File: src/rtl/uart_tx_scheduler.sv
// Round-robin scheduler sharing one UART transmitter among N_REQ requesters; grant +1, tx_wr +3 cycles after request.
// Backpressure: frames are serialised on UART busy; optional watchdog abort under `UART_SCHED_TIMEOUT_EN.
// Baud select is only sampled while idle, so it never changes mid-frame.
module uart_tx_scheduler #(
    parameter int N_REQ          = 4,
    parameter int TIMEOUT_CYCLES = 65535
) (
    input  logic               clk,
    input  logic               reset,
    input  logic [N_REQ-1:0]   req,
    input  logic [8*N_REQ-1:0] req_data,
    input  logic [2:0]         cfg_baud,
    input  logic               tx_busy,
    output logic [N_REQ-1:0]   gnt,
    output logic [N_REQ-1:0]   done,
    output logic [7:0]         tx_data,
    output logic               tx_wr,
    output logic               tx_en,
    output logic [2:0]         baud_select,
    output logic               idle,
    output logic               timeout_err
);

    localparam int PW = (N_REQ > 1) ? $clog2(N_REQ) : 1;

    typedef enum logic [2:0] {
        S_IDLE,
        S_GRANT,
        S_WRITE,
        S_WAIT_BUSY,
        S_WAIT_DONE
    } state_t;

    if (N_REQ < 2 || N_REQ > 8 || TIMEOUT_CYCLES < 1 || TIMEOUT_CYCLES > 65535) begin : g_bad_param
        $error("uart_tx_scheduler: parameter out of range");
    end

    state_t          state;
    logic [PW-1:0]   rr_ptr;
    logic [PW-1:0]   sel;
    logic [PW-1:0]   pick;
    logic            pick_vld;
    logic [PW:0]     idx;
    logic            wd_expire;
    logic            wd_abort;
    logic            frame_end;

    // First requester at or after rr_ptr, wrapping modulo N_REQ.
    always_comb begin
        pick     = '0;
        pick_vld = 1'b0;
        idx      = '0;
        for (int i = 0; i < N_REQ; i++) begin
            idx = {1'b0, rr_ptr} + (PW+1)'(i);
            if (idx >= (PW+1)'(N_REQ)) idx = idx - (PW+1)'(N_REQ);
            if (!pick_vld && req[idx[PW-1:0]]) begin
                pick_vld = 1'b1;
                pick     = idx[PW-1:0];
            end
        end
    end

`ifdef UART_SCHED_TIMEOUT_EN
    logic [15:0] wd_cnt;

    assign wd_expire = (wd_cnt == 16'(TIMEOUT_CYCLES - 1));

    always_ff @(posedge clk or negedge reset) begin
        if (!reset) begin
            wd_cnt <= '0;
        end else if (state == S_WRITE || (state == S_WAIT_BUSY && tx_busy)) begin
            wd_cnt <= '0;
        end else if ((state == S_WAIT_BUSY || state == S_WAIT_DONE) && !wd_expire) begin
            wd_cnt <= wd_cnt + 16'd1;
        end
    end
`else
    assign wd_expire = 1'b0;
`endif

    assign wd_abort  = wd_expire && ((state == S_WAIT_BUSY && !tx_busy) ||
                                     (state == S_WAIT_DONE &&  tx_busy));
    assign frame_end = (state == S_WAIT_DONE && !tx_busy) || wd_abort;

    always_ff @(posedge clk or negedge reset) begin
        if (!reset) begin
            state       <= S_IDLE;
            rr_ptr      <= '0;
            sel         <= '0;
            gnt         <= '0;
            done        <= '0;
            tx_data     <= '0;
            tx_wr       <= 1'b0;
            tx_en       <= 1'b0;
            baud_select <= 3'b000;
            idle        <= 1'b1;
            timeout_err <= 1'b0;
        end else begin
            tx_en       <= 1'b1;
            done        <= '0;
            tx_wr       <= 1'b0;
            timeout_err <= 1'b0;
            if (frame_end) begin
                done        <= gnt;
                gnt         <= '0;
                rr_ptr      <= (sel == PW'(N_REQ - 1)) ? '0 : sel + 1'b1;
                idle        <= 1'b1;
                timeout_err <= wd_abort;
                state       <= S_IDLE;
            end else begin
                case (state)
                    S_IDLE: begin
                        baud_select <= cfg_baud;
                        if (pick_vld) begin
                            sel     <= pick;
                            gnt     <= N_REQ'(1) << pick;
                            tx_data <= req_data[{pick, 3'b000} +: 8];
                            idle    <= 1'b0;
                            state   <= S_GRANT;
                        end
                    end
                    S_GRANT:     state <= S_WRITE;
                    S_WRITE: begin
                        tx_wr <= 1'b1;
                        state <= S_WAIT_BUSY;
                    end
                    S_WAIT_BUSY: if (tx_busy) state <= S_WAIT_DONE;
                    default:     state <= state;
                endcase
            end
        end
    end

endmodule

File: config.mk
export PLATFORM = sky130hd
export DESIGN_NAME = uart_tx_scheduler
export DESIGN_NICKNAME = d
export VERILOG_FILES = /design/src/rtl/uart_tx_scheduler.sv
export SDC_FILE = /design/constraint.sdc
export NUM_CORES = 1
export LEC_CHECK = 0
export ABC_AREA = 1
export CORE_MARGIN = 10
export CORE_UTILIZATION = 40
export DETAILED_ROUTE_END_ITERATION = 16
export PLACE_DENSITY = 0.68
export REMOVE_ABC_BUFFERS = 1
export SYNTH_ARGS = -nofsm -noshare
export SYNTH_HDL_FRONTEND = slang
export SYNTH_SLANG_ARGS = --single-unit
File: constraint.sdc
create_clock -name clk -period 2.5 [get_ports clk]
set_clock_uncertainty 0.05 [all_clocks]
set_input_delay 0.625 -clock clk [delete_from_list [all_inputs] [get_ports clk]]
set_output_delay 0.625 -clock clk [all_outputs]
set_load 0.005 [all_outputs]
* Word-level counts from Yosys, hierarchy flattened
Cells that the tools add are included.
Word-level totals: input port bits 42, flip-flop bits (word level) 29, output and inout port bits 23
Operators by class: $add $sub $neg 8, order comparisons 8, shift-type cells 2, bitwise logic cells 1, muxes and demuxes 34, reduce and logical (&&, ||, !) cells 16, equal/unequal tests 7
Operators by type and width (number):
- $shiftx A32 B6 Y8 | 1
- $mux W2 | 9
- $mux W4 | 4
- $mux W1 | 13
- $lt A2 B3 Y1 const B | 4
- $pmux W3 S4 | 1
- $ge A3 B3 Y1 const B | 3
- $mux W3 | 3
- $bmux W1 S2 | 4
- $sub A2 B1 Y2 const B | 4
- $add A2 B2 Y3 const B | 2
- $eq A3 B2 Y1 const B | 2
- $ne A3 B3 Y1 const B | 2
- $reduce_and A3 Y1 | 2
- $reduce_bool A5 Y1 | 1
- $logic_and A1 B1 Y1 | 4
- $logic_not A1 Y1 | 4
- $reduce_and A2 Y1 | 2
- $reduce_bool A2 Y1 | 2
- $shl A1 B2 Y4 const A | 1
- $add A2 B1 Y3 const B | 1
- $eq A3 B1 Y1 const B | 1
- $eq A3 B3 Y1 const B | 1
- $ge A2 B3 Y1 const B | 1
- 4 further kinds | 4

* Depth between registers and ports, before layout
depth after elaboration 18, gate-level depth with buffers 16

* Worst setup path after synthesis
No wires, ideal clock.
kind input-to-reg, from input req[2], to register tx_data[5], data arrival time 1.647 ns, path buffers 1, setup slack 0.682 ns, required time 2.329 ns, stages on the path 15, cells stage by stage inv_1 nand2_1 nand2_1 nand2_2 nand2_4 nand2_2 nand2_4 nand2_8 nand2_8 inv_6 buf_8 nand2_2 nand2_1 nand2_1 nand3_2
On the way: word-level cells in the longest chain between the ends 13
Ends and longest elaborated chain:
- start, declared | RTL line 10 | input logic [N_REQ-1:0] req,
- $bmux W1 S2 | RTL line 56 | if (!pick_vld && req[idx[PW-1:0]]) begin
- $mux W1 (not written as such) | RTL line 56
- $mux W1 | RTL line 56
- $logic_not A1 Y1 | RTL line 56
- $logic_and A1 B1 Y1 | RTL line 56
- $mux W1 | RTL line 56
- $logic_not A1 Y1 | RTL line 56
- $logic_and A1 B1 Y1 | RTL line 56
- $mux W1 | RTL line 56
- $logic_not A1 Y1 | RTL line 56
- $logic_and A1 B1 Y1 | RTL line 56
- $mux W2 or $mux W1 (tied branches) | RTL line 56
- $shiftx A32 B6 Y8 or $reduce_and A3 Y1 (tied branches)
- end signal, assigned | RTL line 117 | tx_data <= req_data[{pick, 3'b000} +: 8];
- end, declared | RTL line 16 | output logic [7:0] tx_data,
Parallel ways exist; a longest one is shown, timed or not. The select of a mux whose other input is x is not followed. A chain may end at the register's enable or synchronous reset.

* Final worst setup path
from input req[2], to register gnt[3]
On the way: word-level cells in the longest chain between the ends 16
Ends and longest elaborated chain:
- $bmux W1 S2 | RTL line 56
- $mux W1 (not written as such) | RTL line 56
- $mux W1 | RTL line 56
- $logic_not A1 Y1 | RTL line 56
- $logic_and A1 B1 Y1 | RTL line 56
- $mux W1 | RTL line 56
- $logic_not A1 Y1 | RTL line 56
- $logic_and A1 B1 Y1 | RTL line 56
- $mux W1 | RTL line 56
- $logic_not A1 Y1 | RTL line 56
- $logic_and A1 B1 Y1 | RTL line 56
- $mux W2 | RTL line 56
- $shl A1 B2 Y4 | RTL line 116 | gnt <= N_REQ'(1) << pick;
- $mux W4 | RTL line 114 | if (pick_vld) begin
- $mux W4 | RTL line 111 | case (state)
- $mux W4 | RTL line 103 | if (frame_end) begin
- end signal, assigned | RTL line 116
- end, declared | RTL line 14 | output logic [N_REQ-1:0] gnt,
Parallel ways exist; a longest one is shown, timed or not. The select of a mux whose other input is x is not followed.

==> flow_summary.ini <==
[yosys]
synth_common_cells = nand2_1, dfrtp_1, inv_1
ys_ff_latch = 29
synth_top_area_cell = dfrtp_1
synth_area_per_cell_um2 = 7.29
synth_warnings = 0
synth_edf_count = 0
synthArstFlopShare_pct = 100
synth_cells = 256
ys.flop_type = dfrtp_1
synth_cell_type_count = 31
synth_seq_area_share_pct = 39.0
synth_top_area_share_pct = 37.6
yosysMostFrequentCell = nand2_1
synthTopCellsByArea = dfrtp_1, nand2_1, inv_1
syn_area_um2 = 1870

[setup_path]
startpoint = req[2]
crit_arrival_ns = 2.29
crit_chain = clkdlybuf4s50_1, inv_1, o21ai_2, nor2_2, nand2_1, nor2_4, nor2_8, inv_2, nand2_1, o22ai_1
end_kind = register
cp.required_ns = 2.65
critPathKind = in -> reg
cp_max_fo = 8
cp-start-kind = input pin
slowest_stage = clkdlybuf4s50_1
max_stage_delay_ns = 0.42
crit_path_frequent_cell = nand2_1
rr_startpoint = rr_ptr[0]

[detailed_routing]
num_vias = 1758
vias_per_cell = 4.65
wirelength_um = 4710
drc = 0
drtPass1Iterations = 4
routedWlPerCell_um = 12.5
ant_nets = 0
drtIter0Drc = 71

[clocking]
ctsResizeCount = 0
root_buffer = clkbuf_8
post_cts_buffers = 0
clk-insertion-delay-late_ns = 0.28
cts_buffers = 5
clkSinkCount = 29
htreeDepth = 2
ctsHoldBuffers = 0
cts_tree = built
clockBufferDepth = 2
clk_pin_slew_ns = 0.06

[sta]
hold_slack_ns = 0.417
hold_viol = 0
rsz0062_at_grt = no
period_share_pct = 85.8
slew_viol_final = 0
finalSetupViolations = 0
fin_crit_ns = 2.15
tns_ns = 0
timing.fmax_mhz = 466

[grt]
grt_max_degree = 30
use_met3_pct = 5.24
grt_overflow = 0
grt_pass1_vias = 1695
grt_pass1_wl_um = 7940
busiest_layer = met2
use_met2_pct = 19.7
grt_usage_pct = 12.7
antenna_found_initial = 0
use_met1_pct = 15.3

[pwr]
powerDensity_nw_per_um2 = 1230
leakage_uw = 0.00134
ir_drop_mv = 0.669

[place]
hpwl_um = 3720
portBuffers = 63
gp_congestion = 0.807

[floorplan]
die_y_um = 88.3
core_area_um2 = 4440
start_util_pct = 42.0
ioPinCount = 65
fp.dieW_um = 88.3
row_count = 24
die_area_um2 = 7800

[layout]
syn2layout_area_growth_pct = 42.3
drive_gt1_share_pct = 16.0
diodes = 0
nets = 368

[run]
drv_cap = 0

[min_path]
worstHoldStart = idle
hold_path_class = reg -> reg

[outcome]
status = finished clean
[per-stage QoR]
step / instances / util [%] / total power (uW) / area [um2] / setup WS [ns]
floorplan: 250 / - / 2140 / 1800 / 0.620
global placement: 370 / 57.1 / 2790 / 2540 / 0.0786
detailed placement: 370 / 57.1 / 2800 / 2540 / 0.0673
CTS: 378 / 59.7 / 3310 / 2650 / 0.351
global route: 378 / 59.7 / 3600 / 2650 / 0.195
finish: 378 / 59.7 / 3260 / 2650 / 0.354
[critical path, delay by kind of cell]
kind / cells / cell delay, ns
compound gates: 2 / 0.27
simple gates: 5 / 0.71
buf+inv: 3 / 0.68
[sequential cells by signal, summed over array words and instances, names as in the netlist]
name and count:
rr_ptr 2, state 3, baud_select 3, tx_data 8
tx_en 1, idle 1, gnt 4, sel 2
done 4, tx_wr 1
[per-layer routing]
metal  wire, um  vias up
li1           -      922
met1       2040      793
met2       2230       38
met3        375        5
met4         73        0
met5          0        -
[kinds of logic (layout without fill, tap and decap cells)]
group,count (synthesis),in the layout,synth area share [%]
other cells,2,2,0.403
simple gates,174,174,45.7
flops,29,29,39.0
buf+inv,37,107,9.79
compound gates,13,13,4.49
fa+ha+maj,1,1,0.671
[layout make-up]
cell class	instances	area (um2)
repair buffers	68	668
multi-input cells	190	956
fillers	453	1790
flip-flops and latches	29	727
inverters	31	121
clock inverters	1	30.0
well taps	52	65.1
clock buffers	7	86.3
[report_power, final]
part	switching, uW	internal [uW]	total, uW
clock	169	324	494
sequential	127	661	788
combinational	1180	806	1980
total	1470	1790	3260
[layout by cell type, fill, tap and decap left out, drive strengths merged, types with 2 or more instances in the layout]
cell / instances
o21ai: 7
nand2: 134
o22ai: 4
nor3: 2
buf: 5
nor2: 13
inv: 31
nand4: 4
conb: 2
dfrtp: 28
clkdlybuf4s50: 63
clkbuf: 7
nand3: 21
[path summary, 6_finish.rpt]
| kind | endpoint | slack [ns] | depth (start not counted) |
|---|---|---|---|
| max in group asynchronous | idle | 1.42 | 2 |
| hold reg to reg | idle | 0.42 | 2 |
| setup reg to reg | gnt[3] | 0.54 | 11 |
| setup / recovery | gnt[3] | 0.35 | 10 |
| hold / removal | idle | 0.42 | 2 |
| min in group asynchronous | done[2] | 0.67 | 2 |
Note: power is estimated with default switching activity, not from simulation.
